### config.mk
export PLATFORM = sky130hd
export DESIGN_NAME = ysyx_23060184_lsu_axi_master
export DESIGN_NICKNAME = d
export VERILOG_FILES = /design/src/rtl/ysyx_23060184_lsu_axi_master.sv
export SDC_FILE = /design/constraint.sdc
export NUM_CORES = 1
export LEC_CHECK = 0
export ABC_CLOCK_PERIOD_IN_PS = 4500
export BUFFER_PORTS_ARGS = -buffer_cell sky130_fd_sc_hd__buf_4
export CORE_ASPECT_RATIO = 1.4
export CORE_MARGIN = 5
export CORE_UTILIZATION = 55
export CTS_BUF_LIST = sky130_fd_sc_hd__clkbuf_8
export DETAILED_ROUTE_END_ITERATION = 8
export HOLD_SLACK_MARGIN = 0.06
export PLACE_DENSITY_LB_ADDON = 0.05
export SLEW_MARGIN = 20
export SYNTH_ARGS = -nofsm -noshare
export SYNTH_HDL_FRONTEND = slang
export SYNTH_SLANG_ARGS = --single-unit
### constraint.sdc
create_clock -name clk -period 4.5 [get_ports clk]
set_input_delay 0.9 -clock clk [delete_from_list [all_inputs] [get_ports clk]]
set_output_delay 0.9 -clock clk [all_outputs]
set_load 0.1 [all_outputs]
### src/rtl/ysyx_23060184_lsu_axi_master.sv
// AXI-lite master between the MEM stage and the data SRAM: one outstanding load/store.
// Define MISALIGN_CHECK_EN to fail word-crossing half/word accesses without any bus transaction.
module ysyx_23060184_lsu_axi_master #(
    parameter int unsigned DATA_WIDTH = 32,
    parameter int unsigned STRB_WIDTH = 8,
    parameter int unsigned RESP_WIDTH = 2
) (
    input  logic                  clk,
    input  logic                  rstn,
    input  logic                  req_valid,
    output logic                  req_ready,
    input  logic                  req_wen,
    input  logic [DATA_WIDTH-1:0] req_addr,
    input  logic [DATA_WIDTH-1:0] req_wdata,
    input  logic [1:0]            req_size,
    input  logic                  req_unsigned,
    output logic                  resp_valid,
    input  logic                  resp_ready,
    output logic [DATA_WIDTH-1:0] resp_rdata,
    output logic                  resp_err,
    output logic [DATA_WIDTH-1:0] araddr,
    output logic                  arvalid,
    input  logic                  aready,
    input  logic [DATA_WIDTH-1:0] rdata,
    input  logic [RESP_WIDTH-1:0] rresp,
    input  logic                  rvalid,
    output logic                  rready,
    output logic [DATA_WIDTH-1:0] awaddr,
    output logic                  awvalid,
    input  logic                  awready,
    output logic [DATA_WIDTH-1:0] wdata,
    output logic [STRB_WIDTH-1:0] wstrb,
    output logic                  wvalid,
    input  logic                  wready,
    input  logic [RESP_WIDTH-1:0] bresp,
    input  logic                  bvalid,
    output logic                  bready
);
    localparam int unsigned LANES = 4;

    typedef enum logic [2:0] {IDLE, RD_ADDR, RD_DATA, WR_REQ, WR_RESP, DONE} state_e;

    state_e                state_q, state_d;
    logic                  req_ready_q, req_ready_d;
    logic [1:0]            off_q, off_d;
    logic [1:0]            size_q, size_d;
    logic                  unsigned_q, unsigned_d;
    logic [DATA_WIDTH-1:0] araddr_q, araddr_d;
    logic                  arvalid_q, arvalid_d;
    logic                  rready_q, rready_d;
    logic [DATA_WIDTH-1:0] awaddr_q, awaddr_d;
    logic                  awvalid_q, awvalid_d;
    logic [DATA_WIDTH-1:0] wdata_q, wdata_d;
    logic [STRB_WIDTH-1:0] wstrb_q, wstrb_d;
    logic                  wvalid_q, wvalid_d;
    logic                  bready_q, bready_d;
    logic                  resp_valid_q, resp_valid_d;
    logic [DATA_WIDTH-1:0] resp_rdata_q, resp_rdata_d;
    logic                  resp_err_q, resp_err_d;

    logic                  misalign_c;
    logic [LANES-1:0]      lane_mask_c;
    logic [LANES-1:0]      lane_strb_c;
    logic [DATA_WIDTH-1:0] load_lanes_c;
    logic [DATA_WIDTH-1:0] load_ext_c;

`ifdef MISALIGN_CHECK_EN
    assign misalign_c = ((req_size == 2'd1) && (req_addr[1:0] == 2'd3))
                     || (req_size[1] && (req_addr[1:0] != 2'd0));
`else
    assign misalign_c = 1'b0;
`endif

    // Store byte-enables; lanes shifted past byte 3 fall off the 4-bit mask.
    always_comb begin
        unique case (req_size)
            2'd0:    lane_mask_c = 4'b0001;
            2'd1:    lane_mask_c = 4'b0011;
            default: lane_mask_c = 4'b1111;
        endcase
        lane_strb_c = lane_mask_c << req_addr[1:0];
    end

    // Load lane alignment and sign/zero extension.
    always_comb begin
        load_lanes_c = rdata >> {off_q, 3'b000};
        unique case (size_q)
            2'd0: load_ext_c = unsigned_q ? DATA_WIDTH'(load_lanes_c[7:0])
                             : {{(DATA_WIDTH-8){load_lanes_c[7]}}, load_lanes_c[7:0]};
            2'd1: load_ext_c = unsigned_q ? DATA_WIDTH'(load_lanes_c[15:0])
                             : {{(DATA_WIDTH-16){load_lanes_c[15]}}, load_lanes_c[15:0]};
            default: load_ext_c = load_lanes_c;
        endcase
    end

    always_comb begin
        state_d      = state_q;
        req_ready_d  = req_ready_q;
        off_d        = off_q;
        size_d       = size_q;
        unsigned_d   = unsigned_q;
        araddr_d     = araddr_q;
        arvalid_d    = arvalid_q;
        rready_d     = rready_q;
        awaddr_d     = awaddr_q;
        awvalid_d    = awvalid_q;
        wdata_d      = wdata_q;
        wstrb_d      = wstrb_q;
        wvalid_d     = wvalid_q;
        bready_d     = bready_q;
        resp_valid_d = resp_valid_q;
        resp_rdata_d = resp_rdata_q;
        resp_err_d   = resp_err_q;

        unique case (state_q)
            IDLE: begin
                if (req_valid) begin
                    req_ready_d  = 1'b0;
                    off_d        = req_addr[1:0];
                    size_d       = req_size;
                    unsigned_d   = req_unsigned;
                    resp_rdata_d = '0;
                    resp_err_d   = 1'b0;
                    if (misalign_c) begin
                        resp_err_d   = 1'b1;
                        resp_valid_d = 1'b1;
                        state_d      = DONE;
                    end else if (req_wen) begin
                        awaddr_d  = {req_addr[DATA_WIDTH-1:2], 2'b00};
                        wdata_d   = req_wdata << {req_addr[1:0], 3'b000};
                        wstrb_d   = STRB_WIDTH'(lane_strb_c);
                        awvalid_d = 1'b1;
                        wvalid_d  = 1'b1;
                        state_d   = WR_REQ;
                    end else begin
                        araddr_d  = {req_addr[DATA_WIDTH-1:2], 2'b00};
                        arvalid_d = 1'b1;
                        state_d   = RD_ADDR;
                    end
                end
            end
            RD_ADDR: begin
                if (aready) begin
                    arvalid_d = 1'b0;
                    rready_d  = 1'b1;
                    state_d   = RD_DATA;
                end
            end
            RD_DATA: begin
                if (rvalid) begin
                    rready_d     = 1'b0;
                    resp_rdata_d = load_ext_c;
                    resp_err_d   = (rresp != '0);
                    resp_valid_d = 1'b1;
                    state_d      = DONE;
                end
            end
            WR_REQ: begin
                // AW and W retire independently; B is opened once both are gone.
                awvalid_d = awvalid_q && !awready;
                wvalid_d  = wvalid_q && !wready;
                if (!awvalid_d && !wvalid_d) begin
                    bready_d = 1'b1;
                    state_d  = WR_RESP;
                end
            end
            WR_RESP: begin
                if (bvalid) begin
                    bready_d     = 1'b0;
                    resp_rdata_d = '0;
                    resp_err_d   = (bresp != '0);
                    resp_valid_d = 1'b1;
                    state_d      = DONE;
                end
            end
            DONE: begin
                if (resp_ready) begin
                    resp_valid_d = 1'b0;
                    req_ready_d  = 1'b1;
                    state_d      = IDLE;
                end
            end
            default: begin
                state_d     = IDLE;
                req_ready_d = 1'b1;
            end
        endcase
    end

    always_ff @(posedge clk or negedge rstn) begin
        if (!rstn) begin
            state_q      <= IDLE;
            req_ready_q  <= 1'b1;
            off_q        <= 2'd0;
            size_q       <= 2'd0;
            unsigned_q   <= 1'b0;
            araddr_q     <= '0;
            arvalid_q    <= 1'b0;
            rready_q     <= 1'b0;
            awaddr_q     <= '0;
            awvalid_q    <= 1'b0;
            wdata_q      <= '0;
            wstrb_q      <= '0;
            wvalid_q     <= 1'b0;
            bready_q     <= 1'b0;
            resp_valid_q <= 1'b0;
            resp_rdata_q <= '0;
            resp_err_q   <= 1'b0;
        end else begin
            state_q      <= state_d;
            req_ready_q  <= req_ready_d;
            off_q        <= off_d;
            size_q       <= size_d;
            unsigned_q   <= unsigned_d;
            araddr_q     <= araddr_d;
            arvalid_q    <= arvalid_d;
            rready_q     <= rready_d;
            awaddr_q     <= awaddr_d;
            awvalid_q    <= awvalid_d;
            wdata_q      <= wdata_d;
            wstrb_q      <= wstrb_d;
            wvalid_q     <= wvalid_d;
            bready_q     <= bready_d;
            resp_valid_q <= resp_valid_d;
            resp_rdata_q <= resp_rdata_d;
            resp_err_q   <= resp_err_d;
        end
    end

    assign req_ready  = req_ready_q;
    assign resp_valid = resp_valid_q;
    assign resp_rdata = resp_rdata_q;
    assign resp_err   = resp_err_q;
    assign araddr     = araddr_q;
    assign arvalid    = arvalid_q;
    assign rready     = rready_q;
    assign awaddr     = awaddr_q;
    assign awvalid    = awvalid_q;
    assign wdata      = wdata_q;
    assign wstrb      = wstrb_q;
    assign wvalid     = wvalid_q;
    assign bready     = bready_q;

endmodule
==> out/results.tsv <==
metric	value	unit
outcome	completed	
post_drt_wl_per_cell	19.2	um
track_usage	0.244	
final_nets	902	
synth-xor-area-share	0.00129	
rows	48	
r2r_slack	1.65	ns
tns	0	ns
cp.required	4.87	ns
dieHeight	141	um
drtIter0Drc	274	
routed_wl	18300	um
n_antenna_cell	0	
crit_path_start	state_q[0]	
ys_seq_area_frac	0.531	
drive_gt1_frac	0.474	
muxShareOfSynthArea	0.204	
hold_class	flop to flop	
r2r_cells	4	
fin_crit	2.85	ns
critPathArrivalTime	3.21	ns
vias_per_cell	5.60	
final_antenna_net_count	0	
syn_area	0.00679	mm^2
grt_overflow	0	
cts.sinks	144	
gp_congestion	0.868	
end_kind	flop	
cts_tree	done	
r2r-start	state_q[0]	
criticalPathCategory	flop to flop	
yosys.area_share.simple	0.0795	
clock.fmax	351	MHz
syn_avg_cell_area	12.1	um^2
cp-endpoint	resp_rdata[27]	
drcViolationCount	0	
cts_setup_buffers	0	
areaGrowthSynthToFinish	33.5	%
initial_core_util	0.557	
finalClockSkew	0.00989	ns
setup_viol	0	
grt_setup_unrepaired	false	
cts_root_buf	clkbuf_8	
synth_compound_area_frac	0.139	
worst_pin_slew	0.869	ns
grt_pass1_vias	5621	
hold_viol	0	
vias	5333	
place_hpwl	13500	um
cp-start-kind	flop	
cts_made_buffers	17	
cts_buffer_depth	2	
antenna_found_initial	0	
cp_max_fo	17	
synth_seq_cells	144	
max_cap_viol_count	0	
synth_fa_ha_area_frac	0	
synth_cell_types	48	
max-slew-margin-rel	0.421	
yosysWarnings	0	
drtPass1Iterations	4	
holdPathStages	2	
clkSlewWorstSetupHoldPaths	0.08	ns
dieArea	0.0147	mm^2
core	0.0122	mm^2
fin_crit_sh	0.632	
r2r-end	resp_rdata[27]	
io_pins	257	
insertion_delay	0.43	ns
grt_pass1_wl	29000	um
portBuffers	248	
synthCells	560	
fp.dieW	104	um
grt_max_degree	92	
ctsResizeCount	0	
fill_cells	846	
holdBufCountCts	0	
htree_num_levels	4	
synth_top_family_by_area	multiplexers	
slew_viol_final	0	
layout by cell type (no fill, tap or decap), drive strengths merged, types with 3 or more instances in the layout:
| master | netlist | routed |
|---|---|---|
| a211oi | 11 | 11 |
| a21oi | 39 | 39 |
| a221o | 16 | 16 |
| a31oi | 5 | 5 |
| buf | 31 | 254 |
| bufinv | 0 | 3 |
| clkbuf | 20 | 18 |
| clkinv | 0 | 5 |
| conb | 1 | 8 |
| dfrtp | 143 | 143 |
| inv | 5 | 9 |
| mux2 | 83 | 83 |
| mux2i | 33 | 33 |
| nand2 | 44 | 44 |
| nand2b | 3 | 3 |
| nand3b | 7 | 7 |
| nor2 | 21 | 21 |
| nor2b | 14 | 14 |
| nor4b | 3 | 3 |
| o21ai | 33 | 33 |
| o2bb2ai | 16 | 16 |
| o31ai | 9 | 9 |
worst max-delay path, stage by stage (launching register included):
cell	delay, ns
dfrtp_1	0.58
nand4bb_1	0.85
nor3b_4	0.61
nor2b_1	0.50
a221o_1	0.24
per-layer routing:
metal,share of wire,vias up,global-route usage
met2,0.52,212,0.429
met1,0.37,2618,0.274
met5,0,-,0
met4,0.024,0,0.0873
met3,0.084,31,0.0883
li1,-,2472,-
flip-flops by register name, indices dropped and copies added, names as in the netlist:
name and count:
rready 1, bready 1, req_ready 1, state_q 3, wdata 32, awvalid 1
off_q 2, araddr 30, resp_err 1, size_q 2, wstrb 4, awaddr 30
arvalid 1, resp_valid 1, unsigned_q 1, resp_rdata 32, wvalid 1
metrics by stage:
step / area (um^2) / std cells / utilization / hold slack [ns] / setup slack (ns)
6_report: 9060 / 952 / 0.743 / 0.485 / 1.65
3_3_place_gp: 8630 / 920 / 0.708 / 0.463 / 1.49
5_1_grt: 9060 / 952 / 0.743 / 0.523 / 1.44
2_1_floorplan: 6810 / 567 / - / 0.559 / 2.37
4_1_cts: 9060 / 952 / 0.743 / 0.488 / 1.69
3_5_place_dp: 8630 / 920 / 0.708 / 0.470 / 1.43
synth_stat cells (all sizes together):
cell / instances / area, um^2
dfrtp: 143 / 3580
mux2: 83 / 1030
nand2: 44 / 168
a21oi: 39 / 195
mux2i: 33 / 330
o21ai: 33 / 165
buf: 31 / 208
nor2: 21 / 78.8
clkbuf: 20 / 76.3
a221o: 16 / 160
o2bb2ai: 16 / 140
nor2b: 14 / 87.6
a211oi: 11 / 87.6
o31ai: 9 / 67.6
nand3b: 7 / 52.6
a31oi: 5 / 31.3
inv: 5 / 18.8
nand2b: 3 / 18.8
nor4b: 3 / 41.3
and2: 2 / 12.5
nor3b: 2 / 31.3
o21a: 2 / 15.0
or2: 2 / 12.5
a2111oi: 1 / 27.5
a21o: 1 / 7.51
a22o: 1 / 8.76
a31o: 1 / 8.76
and3: 1 / 6.26
conb: 1 / 3.75
dfstp: 1 / 26.3
mux4: 1 / 22.5
nand3: 1 / 5.00
nand4b: 1 / 8.76
nand4bb: 1 / 11.3
nor3: 1 / 5.00
o211a: 1 / 10.0
o22a: 1 / 8.76
o31a: 1 / 8.76
xor2: 1 / 8.76
area by class of cell:
type | count | area [um^2] | area share
flip-flops and latches | 144 | 3600 | 0.398
clock inverters | 14 | 179 | 0.0198
well taps | 150 | 188 | 0.0207
repair buffers | 254 | 1910 | 0.211
inverters | 5 | 18.8 | 0.00207
multi-input cells | 367 | 2910 | 0.321
clock buffers | 18 | 248 | 0.0273
cells by family after synthesis:
kind of cell | count (synthesis)
AND/OR/NAND/NOR | 103
XOR/XNOR | 1
flip-flops | 144
AO/OA/AOI/OAI | 138
other | 1
multiplexers | 117
buffers and inverters | 56
worst min path at each step:
stage | start | end | slack (ns)
2_1_floorplan | size_q[0] | size_q[0] | 0.56
3_3_place_gp | wdata[9] | wdata[9] | 0.46
3_5_place_dp | wdata[15] | wdata[15] | 0.47
4_1_cts | wdata[15] | wdata[15] | 0.49
5_1_grt | resp_rdata[15] | resp_rdata[15] | 0.52
6_report | wdata[15] | wdata[15] | 0.49
Power is left out: the tool's default activity adds up to more than one toggle a clock period on the data nets, which glitch-free logic cannot reach.
